### src/rtl/phase_sequencer.sv
// Instruction phase sequencer: steps a phase index 0..NUM_PHASES-1 under
// run/stop and single-step push-buttons, counting retired instructions.
module phase_sequencer #(
  parameter int NUM_PHASES = 5,
  parameter int CNT_W      = 16
) (
  input  logic             clock,
  input  logic             reset,
  input  logic             exec,
  input  logic             step,
  input  logic             stall,
  input  logic             halt,
  output logic [3:0]       phase,
  output logic             phase_valid,
  output logic             instr_done,
  output logic             halted,
  output logic [CNT_W-1:0] instr_count,
  output logic [1:0]       state_dbg
);

  typedef enum logic [1:0] {
    S_IDLE   = 2'd0,
    S_RUN    = 2'd1,
    S_STEP   = 2'd2,
    S_HALTED = 2'd3
  } state_t;

  localparam logic [3:0] LAST_PHASE = 4'(NUM_PHASES - 1);
  localparam logic [3:0] PHASE_LIM  = 4'(NUM_PHASES);

  state_t           r_state;
  logic [3:0]       r_phase;
  logic             r_done;
  logic [CNT_W-1:0] r_count;
  logic             r_exec_s1, r_exec_s2, r_exec_prev;
  logic             r_step_s1, r_step_s2, r_step_prev;

  state_t     w_state_nxt;
  logic [3:0] w_phase_nxt;
  logic       w_done_nxt;
  logic       w_cnt_inc;
  logic       w_exec_rise;
  logic       w_step_rise;
  logic       w_wrap;

  // Button levels are asynchronous: two-flop synchroniser, then edge detect.
  assign w_exec_rise = r_exec_s2 & ~r_exec_prev;
  assign w_step_rise = r_step_s2 & ~r_step_prev;
  assign w_wrap      = (r_phase == LAST_PHASE);

  always_comb begin
    w_state_nxt = r_state;
    w_phase_nxt = r_phase;
    w_done_nxt  = 1'b0;
    w_cnt_inc   = 1'b0;
    case (r_state)
      S_IDLE: begin
        if (w_exec_rise)      w_state_nxt = S_RUN;
        else if (w_step_rise) w_state_nxt = S_STEP;
      end
      S_RUN: begin
        // A stop request freezes the phase, even on the last phase.
        if (w_exec_rise) begin
          w_state_nxt = S_IDLE;
        end else if (!stall) begin
          if (w_wrap) begin
            w_phase_nxt = 4'd0;
            w_done_nxt  = 1'b1;
            w_cnt_inc   = 1'b1;
            if (halt) w_state_nxt = S_HALTED;
          end else begin
            w_phase_nxt = r_phase + 4'd1;
          end
        end
      end
      S_STEP: begin
        w_state_nxt = S_IDLE;
        if (w_wrap) begin
          w_phase_nxt = 4'd0;
          w_done_nxt  = 1'b1;
          w_cnt_inc   = 1'b1;
          if (halt) w_state_nxt = S_HALTED;
        end else begin
          w_phase_nxt = r_phase + 4'd1;
        end
      end
      S_HALTED: w_phase_nxt = 4'd0;
      default:  w_state_nxt = S_IDLE;
    endcase
    if (r_phase >= PHASE_LIM) begin
      w_phase_nxt = 4'd0;
      w_done_nxt  = 1'b0;
      w_cnt_inc   = 1'b0;
    end
  end

  always_ff @(posedge clock) begin
    if (reset) begin
      r_state     <= S_IDLE;
      r_phase     <= 4'd0;
      r_done      <= 1'b0;
      r_count     <= '0;
      r_exec_s1   <= 1'b0;
      r_exec_s2   <= 1'b0;
      r_exec_prev <= 1'b0;
      r_step_s1   <= 1'b0;
      r_step_s2   <= 1'b0;
      r_step_prev <= 1'b0;
    end else begin
      r_state     <= w_state_nxt;
      r_phase     <= w_phase_nxt;
      r_done      <= w_done_nxt;
      if (w_cnt_inc) r_count <= r_count + 1'b1;
      r_exec_s1   <= exec;
      r_exec_s2   <= r_exec_s1;
      r_exec_prev <= r_exec_s2;
      r_step_s1   <= step;
      r_step_s2   <= r_step_s1;
      r_step_prev <= r_step_s2;
    end
  end

  assign phase       = r_phase;
  assign phase_valid = (r_state == S_RUN) || (r_state == S_STEP);
  assign instr_done  = r_done;
  assign halted      = (r_state == S_HALTED);
  assign instr_count = r_count;
  assign state_dbg   = r_state;

endmodule

### config.mk
export PLATFORM = sky130hd
export DESIGN_NAME = phase_sequencer
export DESIGN_NICKNAME = d
export VERILOG_FILES = /design/src/rtl/phase_sequencer.sv
export SDC_FILE = /design/constraint.sdc
export NUM_CORES = 1
export LEC_CHECK = 0
export CORE_MARGIN = 4
export CORE_UTILIZATION = 40
export DETAILED_ROUTE_END_ITERATION = 8
export PLACE_DENSITY = 0.66
export SYNTH_ARGS = -nofsm -noshare
export SYNTH_HDL_FRONTEND = slang
export SYNTH_SLANG_ARGS = --single-unit
### constraint.sdc
create_clock -name clock -period 2.3 [get_ports clock]
set_clock_uncertainty 0.1 [all_clocks]
set_input_delay 0.46 -clock clock [delete_from_list [all_inputs] [get_ports clock]]
set_output_delay 0.46 -clock clock [all_outputs]
set_load 0.03 [all_outputs]
## Word level (Yosys, flattened, before mapping)

Cells that the tools add are included.

- Add/subtract/negate cells: 2
- Magnitude comparators: 1
- Eq/ne operators: 10
- Mux-type cells: 18
- Bitwise operators: 4
- Reductions and logical operators: 7

Operator list:

| kind | count |
|---|---|
| $add 16x1->16 const B | 1 |
| $mux 2 | 8 |
| $mux 4 | 3 |
| $ne 3x3->1 const B | 4 |
| $pmux 4 s3 | 1 |
| $pmux 2 s3 | 1 |
| $reduce_bool 3->1 | 2 |
| $reduce_and 5->1 | 1 |
| $add 4x1->4 const B | 1 |
| $eq 2x2->1 const B | 2 |
| $eq 4x3->1 const B | 1 |
| $ge 4x3->1 const B | 1 |
| $mux 1 | 4 |
| $ne 2x2->1 const B | 2 |
| $reduce_and 3->1 | 1 |
| $and 1x1->1 | 2 |
| $eq 2x1->1 const B | 1 |
| $logic_not 2->1 | 1 |
| $not 1->1 | 2 |
| $pmux 1 s2 | 1 |
| $reduce_or 2->1 | 1 |
| $logic_or 1x1->1 | 1 |

- Bits in registers: 29
- Output and inout bits: 25

## Longest topological paths before layout

Gate-level depths: netlist of run 1.

- Depth in word-level cells: 6
- Depth in mapped cells: 7

## Least setup slack after synthesis of run 1

No wires, ideal clock.

- Kind: reg-to-reg
- Start point: register r_state[0] (netlist: state_dbg[0])
- End point: register r_count[9] (netlist: instr_count[9])
- Setup time: 121 ps
- Data arrival time: 2360 ps
- Path slack: -280 ps
- Cell stages (with the launch flop): 8
- Path buffers: 1
- Cell sequence: dfxtp_1 -> inv_1 -> ha_1 -> and2b_2 -> nand4_1 -> buf_2 -> nor4b_1 -> mux2_2

- Word-level cells in the longest chain between the ends: 3
- Elaborated cells between the ends (all ways): 4

Ends and longest elaborated chain:

| item | line | source |
|---|---|---|
| start: declaration | 31 | `state_t r_state;` |
| start signal: assignment | 110 | `r_state <= w_state_nxt;` |
| $eq 2x2->1 or $eq 2x1->1 (tied branches) | 56 | `case (r_state)` |
| $pmux 1 s2 (*) | 56 |  |
| $mux 1 (*) | - |  |
| end signal: assignment | 113 | `if (w_cnt_inc) r_count <= r_count + 1'b1;` |
| end: declaration | 34 | `logic [CNT_W-1:0] r_count;` |

Mark *: on every way between the ends. The rest lies on a longest branch, timed or not.
A chain may end at the register's enable or synchronous reset.

## Worst setup path after layout of run 1

- Start point: register r_state[0] (netlist: state_dbg[0])
- End point: register r_count[11] (netlist: instr_count[11])

The elaborated chain is that of the path after synthesis.

==> results of run 1 <==
-- logic make-up (layout without fill, tap and decap cells) --
kind of cell	Yosys count	after routing	share of synthesized area
DFF	29	29	0.393
buffers and inverters	18	53	0.0541
muxes	3	3	0.0228
adders and majority gates	9	9	0.0761
other	1	1	0.00254
and+or+nand+nor	62	62	0.277
AOI/OAI and AO/OA	42	42	0.175
-- cell usage in the layout, fill, tap and decap left out, drive strengths merged, types with 4 or more instances in the layout --
cell / instances
clkdlybuf4s50: 29
dfxtp: 29
a21oi: 18
nor2b: 10
o31ai: 10
or4: 10
inv: 9
ha: 9
nand4: 7
o21ai: 6
clkbuf: 6
buf: 6
nand2: 5
nor2: 4
nand2b: 4
nand3: 4
-- synthesized netlist by cell type --
cell type,instances
nand2b_1,4
a311o_2,1
conb_1,1
o21ai_0,6
nand2_1,5
nor2_1,4
nor2b_1,10
or4_1,10
nor3_1,3
a31oi_1,3
inv_1,9
or3b_2,1
and3b_2,1
nand4b_1,1
and4_1,2
dfxtp_1,29
clkbuf_2,1
a211oi_1,1
clkbuf_1,4
nor4b_1,1
nand4_1,6
buf_6,1
a211o_2,1
ha_1,9
nor4_1,1
and2b_2,1
nand4_4,1
and4b_2,1
o31ai_1,10
nor3b_1,1
a311oi_1,1
buf_2,3
and3_1,3
o21a_1,1
nand3_1,4
a21oi_1,18
mux2_2,3
or3_1,2
-- final cells by class --
| cell class | instances | area (sq um) | area share |
|---|---|---|---|
| sequential | 29 | 588 | 0.294 |
| clock inverter | 2 | 37.5 | 0.0188 |
| multi-input combinational | 117 | 841 | 0.421 |
| inverter | 9 | 33.8 | 0.0169 |
| clock buffer | 6 | 82.6 | 0.0414 |
| timing repair buffer | 36 | 357 | 0.179 |
| tap | 46 | 57.6 | 0.0288 |
-- state kept, by name, summed over array words and instances, names as in the netlist --
register / cells
instr_count: 16
phase: 4
state_dbg: 2
instr_done: 1
r_exec_prev: 1
r_exec_s1: 1
r_exec_s2: 1
r_step_prev: 1
r_step_s1: 1
r_step_s2: 1
-- critical path: stages (launching register included) --
cell and delay [ns]:
dfxtp_4 0.38, inv_1 0.08, ha_4 0.29, and2b_2 0.19, nand4_1 0.24, buf_4 0.23
or4_1 0.49, a21oi_2 0.14
-- stage by stage --
stage | util | cells | setup slack, ns | TNS (ns) | power (W)
after floorplan | - | 164 | 0.0424 | 0 | 0.00100
after global placement | 0.539 | 235 | 0.124 | 0 | 0.00118
after detailed placement | 0.539 | 235 | 0.0882 | 0 | 0.00119
after CTS | 0.573 | 243 | 0.0756 | 0 | 0.00174
after global routing | 0.580 | 245 | -0.0148 | -0.0293 | 0.00188
final | 0.580 | 245 | 0.102 | 0 | 0.00178
-- where the power goes --
part | switching, W | total, W | internal, W
logic | 0.000364 | 0.000651 | 0.000287
clock network | 0.000200 | 0.000552 | 0.000352
registers | 0.0000372 | 0.000576 | 0.000538
total | 0.000601 | 0.00178 | 0.00118
-- timing repair --
| item | 4_1_cts | 5_1_grt |
|---|---|---|
| gates resized for setup | 1 | 4 |
| setup endpoints to repair | 1 | 5 |
| setup buffers | 0 | 2 |
| pin swaps | 0 | 2 |
-- worst paths after layout --
kind | endpoint | slack (ns) | cells past startpoint | from
setup / recovery | instr_count[11] | 0.10 | 7 | state_dbg[0]
setup reg to reg | instr_count[11] | 0.10 | 7 | state_dbg[0]
hold / removal | r_exec_s2 | 0.34 | 1 | r_exec_s1
hold reg to reg | r_exec_s2 | 0.34 | 1 | r_exec_s1
-- metal layers --
layer,GRT usage,part of all wire
met5,0,0
met2,0.267,0.50
met3,0.0502,0.044
met4,0.0365,0.010
met1,0.174,0.45
==> impl_metrics.toml, run 1 <==
[timing]
finalCriticalPeriod_ns = 2.20
finalSetupViolations = 0
max_clock_freq_ghz = 0.455
timing_max_transition_violations_final = 0
setup_repair_after_global_routing_missed_its_margin = "true"
post_route_clock_period_utilization = 0.956
worst_hold_slack_ns = 0.338
hold_viol_final = 0

[critical_path]
critPathCaptureType = "flop"
cp.arrival_ns = 2.32
startpoint_type = "flop"
worst-endpoint-required_ns = 2.42
highest_fanout_seen_on_the_critical_path = 6
crit_path_class = "flop to flop"

[min_path]
hp_class = "flop to flop"

[clock_tree]
clock-root-buffer = "clkbuf_8"
sinks_on_the_clock_net = 29
clkSlewWorstSetupHoldPaths_ns = 0.07
cts_tree = "done"
clk_latency_ns = 0.28
ctsLongestPathBuffers = 2
ctsHtreeMaxLevel = 2
postCtsHoldBufs = 0
number_of_cts_inserted_buffers = 5

[floorplan]
count_of_pins_on_the_block_boundary = 31
floorplan.rows = 21
fp.dieArea_sq_um = 4730
chipWidth_um = 68.8
core_area_sq_um = 3440
die_h_um = 68.8
initial_utilization = 0.430

[layout]
post_route_cell_area_sq_um = 2000
diodes = 0
final_layout_size_suffix_gt1_frac = 0.151
fill_cells = 299
design.final.nets = 213
areaGrowthSynthToFinish_pct = 35.0

[global_routing]
first_global_vias = 1232
grt_pass1_wl_um = 5430
antenna_found_initial = 0
pin_count_of_the_biggest_net_entering_global_routing = 31
groute.usage.overall = 0.151
overflow = 0

[synthesis]
postSynthRegisterBits = 29
total_nets_after_synthesis = 179
netlist-cell-type-count = 38
synthesis.yosys.warnings = 0
yosys-top-cells-area = "dfxtp_1 39%, ha_1 7.6%, a21oi_1 6.1%, o31ai_1 5.1%, or4_1 5.1%"
syn-mean-instance-area_sq_um = 9.02
proportion_of_synthesized_chip_area_in_sequential_cells = 0.393
synth.top_cell.area_share = 0.393
synthesis.instances = 164
netlist.top_cell.by_area = "dfxtp_1"
syn_area_sq_um = 1480

[placed_design]
post_placement_cell_area_sq_um = 1850
post-dp-hpwl_um = 2380
place.gp.congestion = 0.751
port_buffers = 30

[route]
drc = 0
dr.first_iter.drc_count = 57
wl_per_cell_um = 13.4
drtPass1Iterations = 5
routed_wirelength_um = 3290
detail-route-antenna-nets = 0
drt-vias-per-instance = 5.56
via_count = 1361

[pwr]
power.density_nw_per_um2 = 891
leakagePower_nw = 0.703
max-vdd-ir-drop_v = 0.000741

[status]
status = "finished, final reports clean"

[job]
max-cap-violations = 0
(Power assumes the default switching activity.)
==> inputs of run 2 (changes only) <==
--- a/config.mk
+++ b/config.mk
@@ -6,9 +6,9 @@
 export NUM_CORES = 1
 export LEC_CHECK = 0
 export CORE_MARGIN = 4
-export CORE_UTILIZATION = 40
+export CORE_UTILIZATION = 50
 export DETAILED_ROUTE_END_ITERATION = 8
-export PLACE_DENSITY = 0.66
+export PLACE_DENSITY = 0.79
 export SYNTH_ARGS = -nofsm -noshare
 export SYNTH_HDL_FRONTEND = slang
 export SYNTH_SLANG_ARGS = --single-unit
==> run 2 against run 1 <==
Net effect: maximum frequency barely moved; wire length rose by 5.3%; first-iteration DRC count rose by 96%; critical path depth did not move; sequential share of layout area rose by 0.93 points; setup slack got worse by 0.0014 ns; non-clock buffer count fell by 2; count of clock-buffer cells in the layout rose by 1; worst hold slack improved by 0.0084 ns; flip-flop and latch count did not move; cell count fell by 6.9%; utilization rose by 11 points; critical path type unchanged; largest power group unchanged.
==> impl_metrics.toml, run 2 (same netlist as run 1, synthesis figures left out) <==
[pwr]
p_clk_frac = 0.269
power.switching_w = 0.000581
pwr-share-comb = 0.381
power_switching_share = 0.357
power.density_nw_per_um2 = 848
max-vdd-ir-drop_v = 0.000933
power.sequential.fraction = 0.349
p_int_w = 0.00105
leakagePower_nw = 0.682

[route]
wl_per_cell_um = 15.2
drc = 0
detail-route-antenna-nets = 0
drtPass1Iterations = 4
routed_wirelength_um = 3460
via_count = 1412
dr.first_iter.drc_count = 112
drt-vias-per-instance = 6.19

[critical_path]
highest_fanout_seen_on_the_critical_path = 11
reg2reg_slack_ns = 0.10
critPathCaptureType = "flop"
crit_path_class = "flop to flop"
r2r.worst_path.cells = 7
worst-endpoint-required_ns = 2.43
startpoint_type = "flop"
regToRegEndpoint = "instr_count[9]"
regToRegStartpoint = "state_dbg[0]"
cp.arrival_ns = 2.33

[timing]
worst_hold_slack_ns = 0.346
timing_max_transition_violations_final = 0
post_route_clock_period_utilization = 0.956
layout_setup_ws_ns = 0.101
finalSetupViolations = 0
setup_tns_final_ns = 0
setup_repair_after_global_routing_missed_its_margin = "false"
max_clock_freq_ghz = 0.455
hold_viol_final = 0
finalCriticalPeriod_ns = 2.20

[global_routing]
first_global_vias = 1291
pin_count_of_the_biggest_net_entering_global_routing = 31
grt_pass1_wl_um = 5840
groute.usage.overall = 0.180
antenna_found_initial = 0
overflow = 0

[clock_tree]
clk_latency_ns = 0.33
ctsLongestPathBuffers = 2
post_cts_resize_count = 1
sinks_on_the_clock_net = 29
postCtsHoldBufs = 0
number_of_cts_inserted_buffers = 5
clock-root-buffer = "clkbuf_4"
clkSlewWorstSetupHoldPaths_ns = 0.10
cts_tree = "done"
post_cts.repair.setup_buffers = 0
ctsHtreeMaxLevel = 2

[placed_design]
post-dp-hpwl_um = 2470
place.gp.congestion = 0.800
place_inst = 220
pre_cts_setup_slack_ns = 0.0540
port_buffers = 30

[layout]
finalNonFillerCells = 228
mostFrequentLayoutCell = "clkdlybuf4s50_1"
postLayoutCoreUtil = 0.690
diodes = 0
final_layout_size_suffix_gt1_frac = 0.127
largest_reg_flops = 16
fill_cells = 224
design.final.nets = 211
areaGrowthSynthToFinish_pct = 29.8
most_frequent_cells_in_the_layout = "29 x clkdlybuf4s50_1, 27 x dfxtp_1, 18 x a21oi_1"

[floorplan]
chipWidth_um = 62.4
core_area_sq_um = 2780
die_h_um = 62.4
count_of_pins_on_the_block_boundary = 31
initial_utilization = 0.532
fp.dieArea_sq_um = 3890
floorplan.rows = 19

[status]
status = "finished, final reports clean"

[job]
max-cap-violations = 0

[min_path]
min_delay_worst_endpoint = "r_step_s2"
hp_class = "flop to flop"
min_delay_path_depth = 1
timing.hold.worst.start = "r_step_s1"
run 2: worst max-delay path by stage:
stage                            start              to  slack, ns
final                     state_dbg[0]  instr_count[9]       0.10
after global routing      state_dbg[0]  instr_count[9]      0.009
after CTS                 state_dbg[0]  instr_count[9]       0.09
after detailed placement         stall  instr_count[9]       0.05
after global placement           stall  instr_count[9]       0.14
after floorplan           state_dbg[0]  instr_count[9]       0.04
run 2: power by group through the flow:
| stage | Sequential [W] | Combinational, W | Clock (W) |
|---|---|---|---|
| after CTS | 0.000568 | 0.000611 | 0.000444 |
| after global routing | 0.000573 | 0.000672 | 0.000469 |
| final | 0.000568 | 0.000621 | 0.000438 |
| after global placement | 0.000576 | 0.000597 | 0 |
| after detailed placement | 0.000579 | 0.000617 | 0 |
| after floorplan | 0.000614 | 0.000388 | 0 |
run 2: per-layer routing:
| metal | GRT usage | share of wire | vias to the layer above | wire, um |
|---|---|---|---|---|
| met4 | 0.0902 | 0.014 | 0 | 50 |
| met3 | 0.0468 | 0.061 | 9 | 212 |
| met5 | 0 | 0 | - | 0 |
| met1 | 0.197 | 0.40 | 669 | 1400 |
| li1 | - | - | 676 | - |
| met2 | 0.317 | 0.52 | 58 | 1800 |
run 2: layout make-up:
class / instances / area (sq um) / area share
Timing Repair Buffer: 34 / 342 / 0.178
Inverter: 9 / 33.8 / 0.0176
Sequential cell: 29 / 583 / 0.304
Tap cell: 31 / 38.8 / 0.0202
Clock inverter: 1 / 30.0 / 0.0156
Multi-Input combinational cell: 117 / 837 / 0.436
Clock buffer: 7 / 55.1 / 0.0287
run 2: per-stage QoR:
| step | power, W | area (sq um) |
|---|---|---|
| 2_1_floorplan | 0.00100 | 1490 |
| 3_3_place_gp | 0.00117 | 1840 |
| 3_5_place_dp | 0.00120 | 1840 |
| 4_1_cts | 0.00162 | 1920 |
| 5_1_grt | 0.00171 | 1920 |
| 6_report | 0.00163 | 1920 |
run 2: critical path, cell delays in order, from the launching register on:
cell and delay, ns:
dfxtp_2 0.39, inv_1 0.10, ha_4 0.31, and2b_2 0.19, nand4_1 0.10, buf_4 0.19
nor4b_1 0.34, mux2_2 0.37
